--- config.mk ---
export PLATFORM = sky130hd
export DESIGN_NAME = voice_arranger
export DESIGN_NICKNAME = d
export VERILOG_FILES = /design/src/rtl/voice_arranger.sv
export SDC_FILE = /design/constraint.sdc
export NUM_CORES = 1
export LEC_CHECK = 0
export ABC_AREA = 1
export CAP_MARGIN = 30
export CORE_AREA = 2 2 90 71
export DETAILED_ROUTE_END_ITERATION = 12
export DIE_AREA = 0 0 92 73
export GPL_ROUTABILITY_DRIVEN = 0
export PLACE_DENSITY = 0.84
export REMOVE_ABC_BUFFERS = 1
export SYNTH_ARGS = -nofsm -noshare
export SYNTH_HDL_FRONTEND = slang
export SYNTH_SLANG_ARGS = --single-unit
--- constraint.sdc ---
create_clock -name clk -period 1.35 [get_ports clk]
set_input_delay 0.405 -clock clk [delete_from_list [all_inputs] [get_ports clk]]
set_output_delay 0.405 -clock clk [all_outputs]
set_load 0.01 [all_outputs]
--- src/rtl/voice_arranger.sv ---
// voice_arranger: buffers up to NUM_VOICES notes, then releases them together for one beat-counted step.
// Define ALLOC_ROUND_ROBIN_EN to start the free-voice search at a rotating pointer.
module voice_arranger #(
    parameter int NUM_VOICES = 3,
    parameter int NOTE_W     = 6,
    parameter int DUR_W      = 6
) (
    input  logic                         clk,
    input  logic                         reset,
    input  logic                         beat,
    input  logic [NOTE_W+DUR_W:0]        note_in,
    input  logic                         note_valid,
    input  logic                         play_enable,
    input  logic [NUM_VOICES-1:0]        voice_done,
    output logic [NUM_VOICES-1:0]        voice_load,
    output logic [NUM_VOICES*NOTE_W-1:0] voice_note,
    output logic [NUM_VOICES*DUR_W-1:0]  voice_duration,
    output logic                         note_ack,
    output logic                         advance_time,
    output logic                         overflow
);
    localparam int PW = NUM_VOICES > 1 ? $clog2(NUM_VOICES) : 1;
    typedef enum logic [2:0] {ASSIGN, LOAD, ADVANCE, PAUSE, RELEASE} state_t;
    state_t state_q, state_d;
    logic [NUM_VOICES-1:0] busy_q, busy_d, pend_q, pend_d;
    logic [DUR_W-1:0] count_q, count_d;
    logic [NUM_VOICES-1:0][NOTE_W-1:0] note_q, note_d;
    logic [NUM_VOICES-1:0][DUR_W-1:0] dur_q, dur_d;
    logic ack_q, ack_d, ovf_q, ovf_d;
    logic [PW-1:0] base, idx;
    logic found;
    logic is_adv;
    logic [NOTE_W-1:0] in_note;
    logic [DUR_W-1:0] in_dur;
    assign is_adv  = note_in[NOTE_W+DUR_W];
    assign in_note = note_in[DUR_W +: NOTE_W];
    assign in_dur  = note_in[DUR_W-1:0];
`ifdef ALLOC_ROUND_ROBIN_EN
    logic [PW-1:0] ptr_q;
    always_ff @(posedge clk)
        if (reset) ptr_q <= '0;
        else if (state_q == ASSIGN && note_valid && !is_adv && found)
            ptr_q <= (int'(idx) == NUM_VOICES - 1) ? '0 : idx + 1'b1;
    assign base = ptr_q;
`else
    assign base = '0;
`endif
    // Scan downwards so the first free voice at or after base wins.
    always_comb begin
        int j;
        found = 1'b0;
        idx   = '0;
        for (int k = NUM_VOICES - 1; k >= 0; k--) begin
            j = int'(base) + k;
            if (j >= NUM_VOICES) j -= NUM_VOICES;
            if (!busy_q[j]) begin
                found = 1'b1;
                idx   = PW'(j);
            end
        end
    end
    always_comb begin
        state_d      = state_q;
        busy_d       = busy_q;
        pend_d       = pend_q | voice_done;
        count_d      = count_q;
        note_d       = note_q;
        dur_d        = dur_q;
        ack_d        = 1'b0;
        ovf_d        = ovf_q;
        voice_load   = '0;
        advance_time = 1'b0;
        case (state_q)
            ASSIGN: if (note_valid) begin
                if (is_adv) begin
                    for (int i = 0; i < NUM_VOICES; i++)
                        if (!busy_q[i]) begin
                            note_d[i] = '0;
                            dur_d[i]  = in_dur;
                        end
                    busy_d  = '1;
                    count_d = (in_dur == '0) ? '0 : in_dur - 1'b1;
                    state_d = LOAD;
                end else begin
                    ack_d = 1'b1;
                    if (found) begin
                        note_d[idx] = in_note;
                        dur_d[idx]  = in_dur;
                        busy_d[idx] = 1'b1;
                    end else ovf_d = 1'b1;
                end
            end
            LOAD: begin
                voice_load = '1;
                state_d    = ADVANCE;
            end
            ADVANCE: begin
                advance_time = 1'b1;
                if (beat && count_q == '0) begin
                    state_d = RELEASE;
                    ack_d   = 1'b1;
                end else if (!play_enable) begin
                    advance_time = 1'b0;
                    state_d      = PAUSE;
                end else if (beat) count_d = count_q - 1'b1;
            end
            PAUSE: state_d = play_enable ? ADVANCE : PAUSE;
            RELEASE: begin
                busy_d  = busy_q & ~pend_q;
                pend_d  = voice_done;
                state_d = ASSIGN;
            end
            default: state_d = ASSIGN;
        endcase
    end
    always_ff @(posedge clk)
        if (reset) begin
            state_q <= ASSIGN;
            busy_q  <= '0;
            pend_q  <= '0;
            count_q <= '0;
            note_q  <= '0;
            dur_q   <= '0;
            ack_q   <= 1'b0;
            ovf_q   <= 1'b0;
        end else begin
            state_q <= state_d;
            busy_q  <= busy_d;
            pend_q  <= pend_d;
            count_q <= count_d;
            note_q  <= note_d;
            dur_q   <= dur_d;
            ack_q   <= ack_d;
            ovf_q   <= ovf_d;
        end
    assign voice_note     = note_q;
    assign voice_duration = dur_q;
    assign note_ack       = ack_q;
    assign overflow       = ovf_q;
endmodule

==> results.sh <==
export IMPL_drt_pre_antenna_iters=5
export IMPL_yosysUniqueCellTypes=30
export IMPL_clock_sink_count=53
export IMPL_failing_checks="setup timing"
export IMPL_final_cells=545
export IMPL_path_max_fanout=2
export IMPL_maxUsedRoutingLayer="met4"
export IMPL_cts_htree_levels=2
export IMPL_skew_ns=0.00531
export IMPL_route_met2_wl_microns=4140
export IMPL_critPathCaptureType="output pin"
export IMPL_ys_top_cells_by_area="dfxtp_1, nand2_1, nor2_1, a21oi_1, o21ai_0"
export IMPL_critical_path_top_delay_family="flip-flops"
export IMPL_postSynth_topFlopCell="dfxtp_1"
export IMPL_worstHoldPathCells=2
export IMPL_worstSkewPairLatency_ns=0.30
export IMPL_rsz0062_at_grt="yes"
export IMPL_muxShareOfSynthArea=0
export IMPL_design_power_total_mw=6.91
export IMPL_synth_area_in_compound_gates=0.138
export IMPL_post_place_cells=516
export IMPL_largest_family_of_logic_cells_by_synthesized_area="simple AND/OR/NAND/NOR gates"
export IMPL_synth_sequential_area_ratio=0.427
export IMPL_post_cts_hold_buffer_count=0
export IMPL_vdd_drop_max_v=0.000774
export IMPL_syn_cell_area_sq_mm=0.00248
export IMPL_timing_worst_setup_path_type="reg2out"
export IMPL_synthAdderAreaFrac=0.0151
export IMPL_crit_path_top_delay_cell="dfxtp_2"
export IMPL_wl_met3_microns=437
export IMPL_rr_worst_depth=8
export IMPL_synth_simple_gate_area_share=0.311
export IMPL_maxSlewHeadroom=0.519
export IMPL_worst_slew_pin_transition_ns=0.718
export IMPL_global_route_overflow_total=0
export IMPL_cts_root_buffer="clkbuf_8"
export IMPL_wl_per_cell_microns=15.2
export IMPL_setup_worst_path_start_class="flip-flop"
export IMPL_post_synth_inst_count=341
export IMPL_number_of_vias_per_cell=5.01
export IMPL_cellLeakagePower_nw=1.85
export IMPL_cp_depth=7
export IMPL_grt_pass1_vias=2581
export IMPL_design_die_area_sq_mm=0.00672
export IMPL_critPathMaxStageDelay_ns=0.33
export IMPL_antenna_found_initial=0
export IMPL_cts_buffer_depth=2
export IMPL_floorplan_io_pins=63
export IMPL_placement_rows=25
export IMPL_worst_endpoint_required_ns=0.95
export IMPL_detailedPlacementHpwl_microns=4740
export IMPL_area_growth_synth_to_final_pct=71.6
export IMPL_report_final_slew_viol_count=0
export IMPL_clk_pin_slew_ns=0.09
export IMPL_vias=2731
export IMPL_dieWidth_microns=92
export IMPL_port_buffer_count=62
export IMPL_fillers=451
export IMPL_finalSetupViolations=45
export IMPL_async_reset_ff_frac=0
export IMPL_p_per_area_mw_per_mm2=1620
export IMPL_synth_top_area_frac=0.427
export IMPL_critical_path_arrival_ns=1.30
export IMPL_post_route_period_util=1.26
export IMPL_synth_xor_xnor_area_share=0.00705
export IMPL_outcome="finished, violations left"
export IMPL_cp_cell_sequence="inv_2 > ha_4 > nand3_4 > nor2_4 > nand2_2 > o21ai_1 > buf_2"
export IMPL_totalWireLength_microns=8260
export IMPL_ys_warn_count=0
export IMPL_synth_ff_latch_count=53
export IMPL_ant_nets=0
export IMPL_tritoncts="done"
export IMPL_gr_usage_all_layers=0.222
export IMPL_remaining_drc_errors=0
export IMPL_drt_iter0_markers=129
export IMPL_final_critical_path_setup_slack_ns=-0.351
export IMPL_final_hold_viol_count=0
export IMPL_yosysTopAreaCell="dfxtp_1"
export IMPL_maxCapViolations=0
export IMPL_classification_of_the_worst_slack_hold_path="reg2reg"
export IMPL_postLayoutCoreUtil=0.717
export IMPL_syn_area_per_cell_sq_um=7.28
export IMPL_grt_pass1_wl_microns=12000
export IMPL_crit_path_time_final_ns=1.70
export IMPL_number_of_synthesized_flops_with_an_enable_pin=0
export IMPL_fp_coreArea_sq_mm=0.00594
export IMPL_route_layer_met1_wl_microns=3600
export IMPL_cts_buffer_count=5
export IMPL_max_clock_freq_ghz=0.588
export IMPL_count_of_antenna_diodes_in_the_layout=0
export IMPL_initial_core_util=0.418
export IMPL_layout_drive_gt1_share=0.483
export IMPL_pin_count_of_the_biggest_net_entering_global_routing=28
export IMPL_fp_dieH_microns=73
export IMPL_hold_worst_slack_ns=0.467
export IMPL_buf_inv_stages_crit_path=2
export IMPL_nets=487
==> logic make-up (layout without fill, tap and decap cells) <==
logic type,after synthesis,in the layout
compound gates,67,67
fa+ha+maj,3,3
buf+inv,48,170
xor+xnor,2,2
flops,53,53
simple gates,168,169
==> repair_timing <==
action,4_1_cts,5_1_grt
gates cloned,4,1
resized for setup,138,171
setup endpoints to repair,87,76
buffers inserted,11,10
pin swaps,20,36
==> synth_stat cells (3+ instances only) <==
library cell,number
buf_6,5
dfxtp_1,53
inv_2,3
nand4_1,4
a21oi_1,38
nand3_1,20
o21ai_0,25
nand3_2,3
inv_1,31
ha_1,3
nor2_1,53
nand2_1,75
buf_4,3
nor2_4,4
==> cell type report <==
type	instances	area, sq um	share of cell area
Clock buffer	6	82.6	0.0194
Clock inverter	2	37.5	0.00881
Inverter	35	151	0.0355
Multi-Input combinational cell	241	1640	0.385
Sequential cell	53	1090	0.256
Tap cell	81	101	0.0238
Timing Repair Buffer	124	1120	0.264
Timing Repair inverter	3	31.3	0.00734
==> path summary, 6_finish.rpt <==
kind / end / startpoint / slack [ns]
hold reg to reg: voice_note[13] / voice_note[13] / 0.47
hold / removal: voice_note[13] / voice_note[13] / 0.47
setup / recovery: advance_time / count_q[0] / -0.35
setup reg to reg: voice_duration[4] / state_q[0] / -0.16
==> metal layers <==
metal / vias up / global-route usage
met5: - / 0
li1: 1340 / -
met3: 8 / 0.0444
met1: 1280 / 0.300
met4: 0 / 0.0614
met2: 103 / 0.368
==> worst min-delay path, cell delays in order, from the launching register on <==
cell	delay, ns
dfxtp_2	0.35
nand2_4	0.06
a21oi_2	0.04
==> through the flow <==
| stage | TNS (ns) | setup WS [ns] | cell area, sq um |
|---|---|---|---|
| floorplan | -0.381 | -0.0954 | 2360 |
| global placement | -20.23 | -0.783 | 3470 |
| detailed placement | -20.75 | -0.818 | 3470 |
| CTS | -1.64 | -0.381 | 3830 |
| global route | -8.25 | -0.463 | 4260 |
| finish | -5.16 | -0.351 | 4260 |
==> state kept, by name, indices dropped and copies added (netlist names) <==
name            count
busy_q              3
count_q             6
note_ack            1
overflow            1
pend_q              3
state_q             3
voice_duration     18
voice_note         18
==> power breakdown <==
part / switching [mW] / total (mW) / internal [mW]
clock network: 0.520 / 1.12 / 0.603
registers: 0.233 / 2.10 / 1.86
logic: 1.95 / 3.69 / 1.74
total: 2.70 / 6.91 / 4.21
==> placed cells by master, fill, tap and decap left out, types with 2 or more instances in the layout <==
cell             instances
nand3_2                  9
nand4_1                  4
buf_6                   18
nand3b_1                 2
clkbuf_2                13
buf_12                   4
inv_1                   18
a21oi_2                 27
o21ai_2                  9
nand2_1                 55
nor2_1                  45
inv_2                   13
nor2_2                   4
o22ai_1                  2
clkdlybuf4s50_1         12
dfxtp_1                 34
nand3_1                 11
nand3_4                  4
nand2_4                 11
o21ai_1                  6
dfxtp_2                 16
nand2_2                 12
clkdlybuf4s15_1         20
dfxtp_4                  3
dlygate4sd2_1           11
inv_8                    2
clkbuf_8                 6
inv_4                    3
nor2_4                   9
o21ai_4                  8
ha_1                     2
o21ai_0                  3
a21oi_1                 12
buf_4                   42
Note: power is estimated with default switching activity, not from simulation.
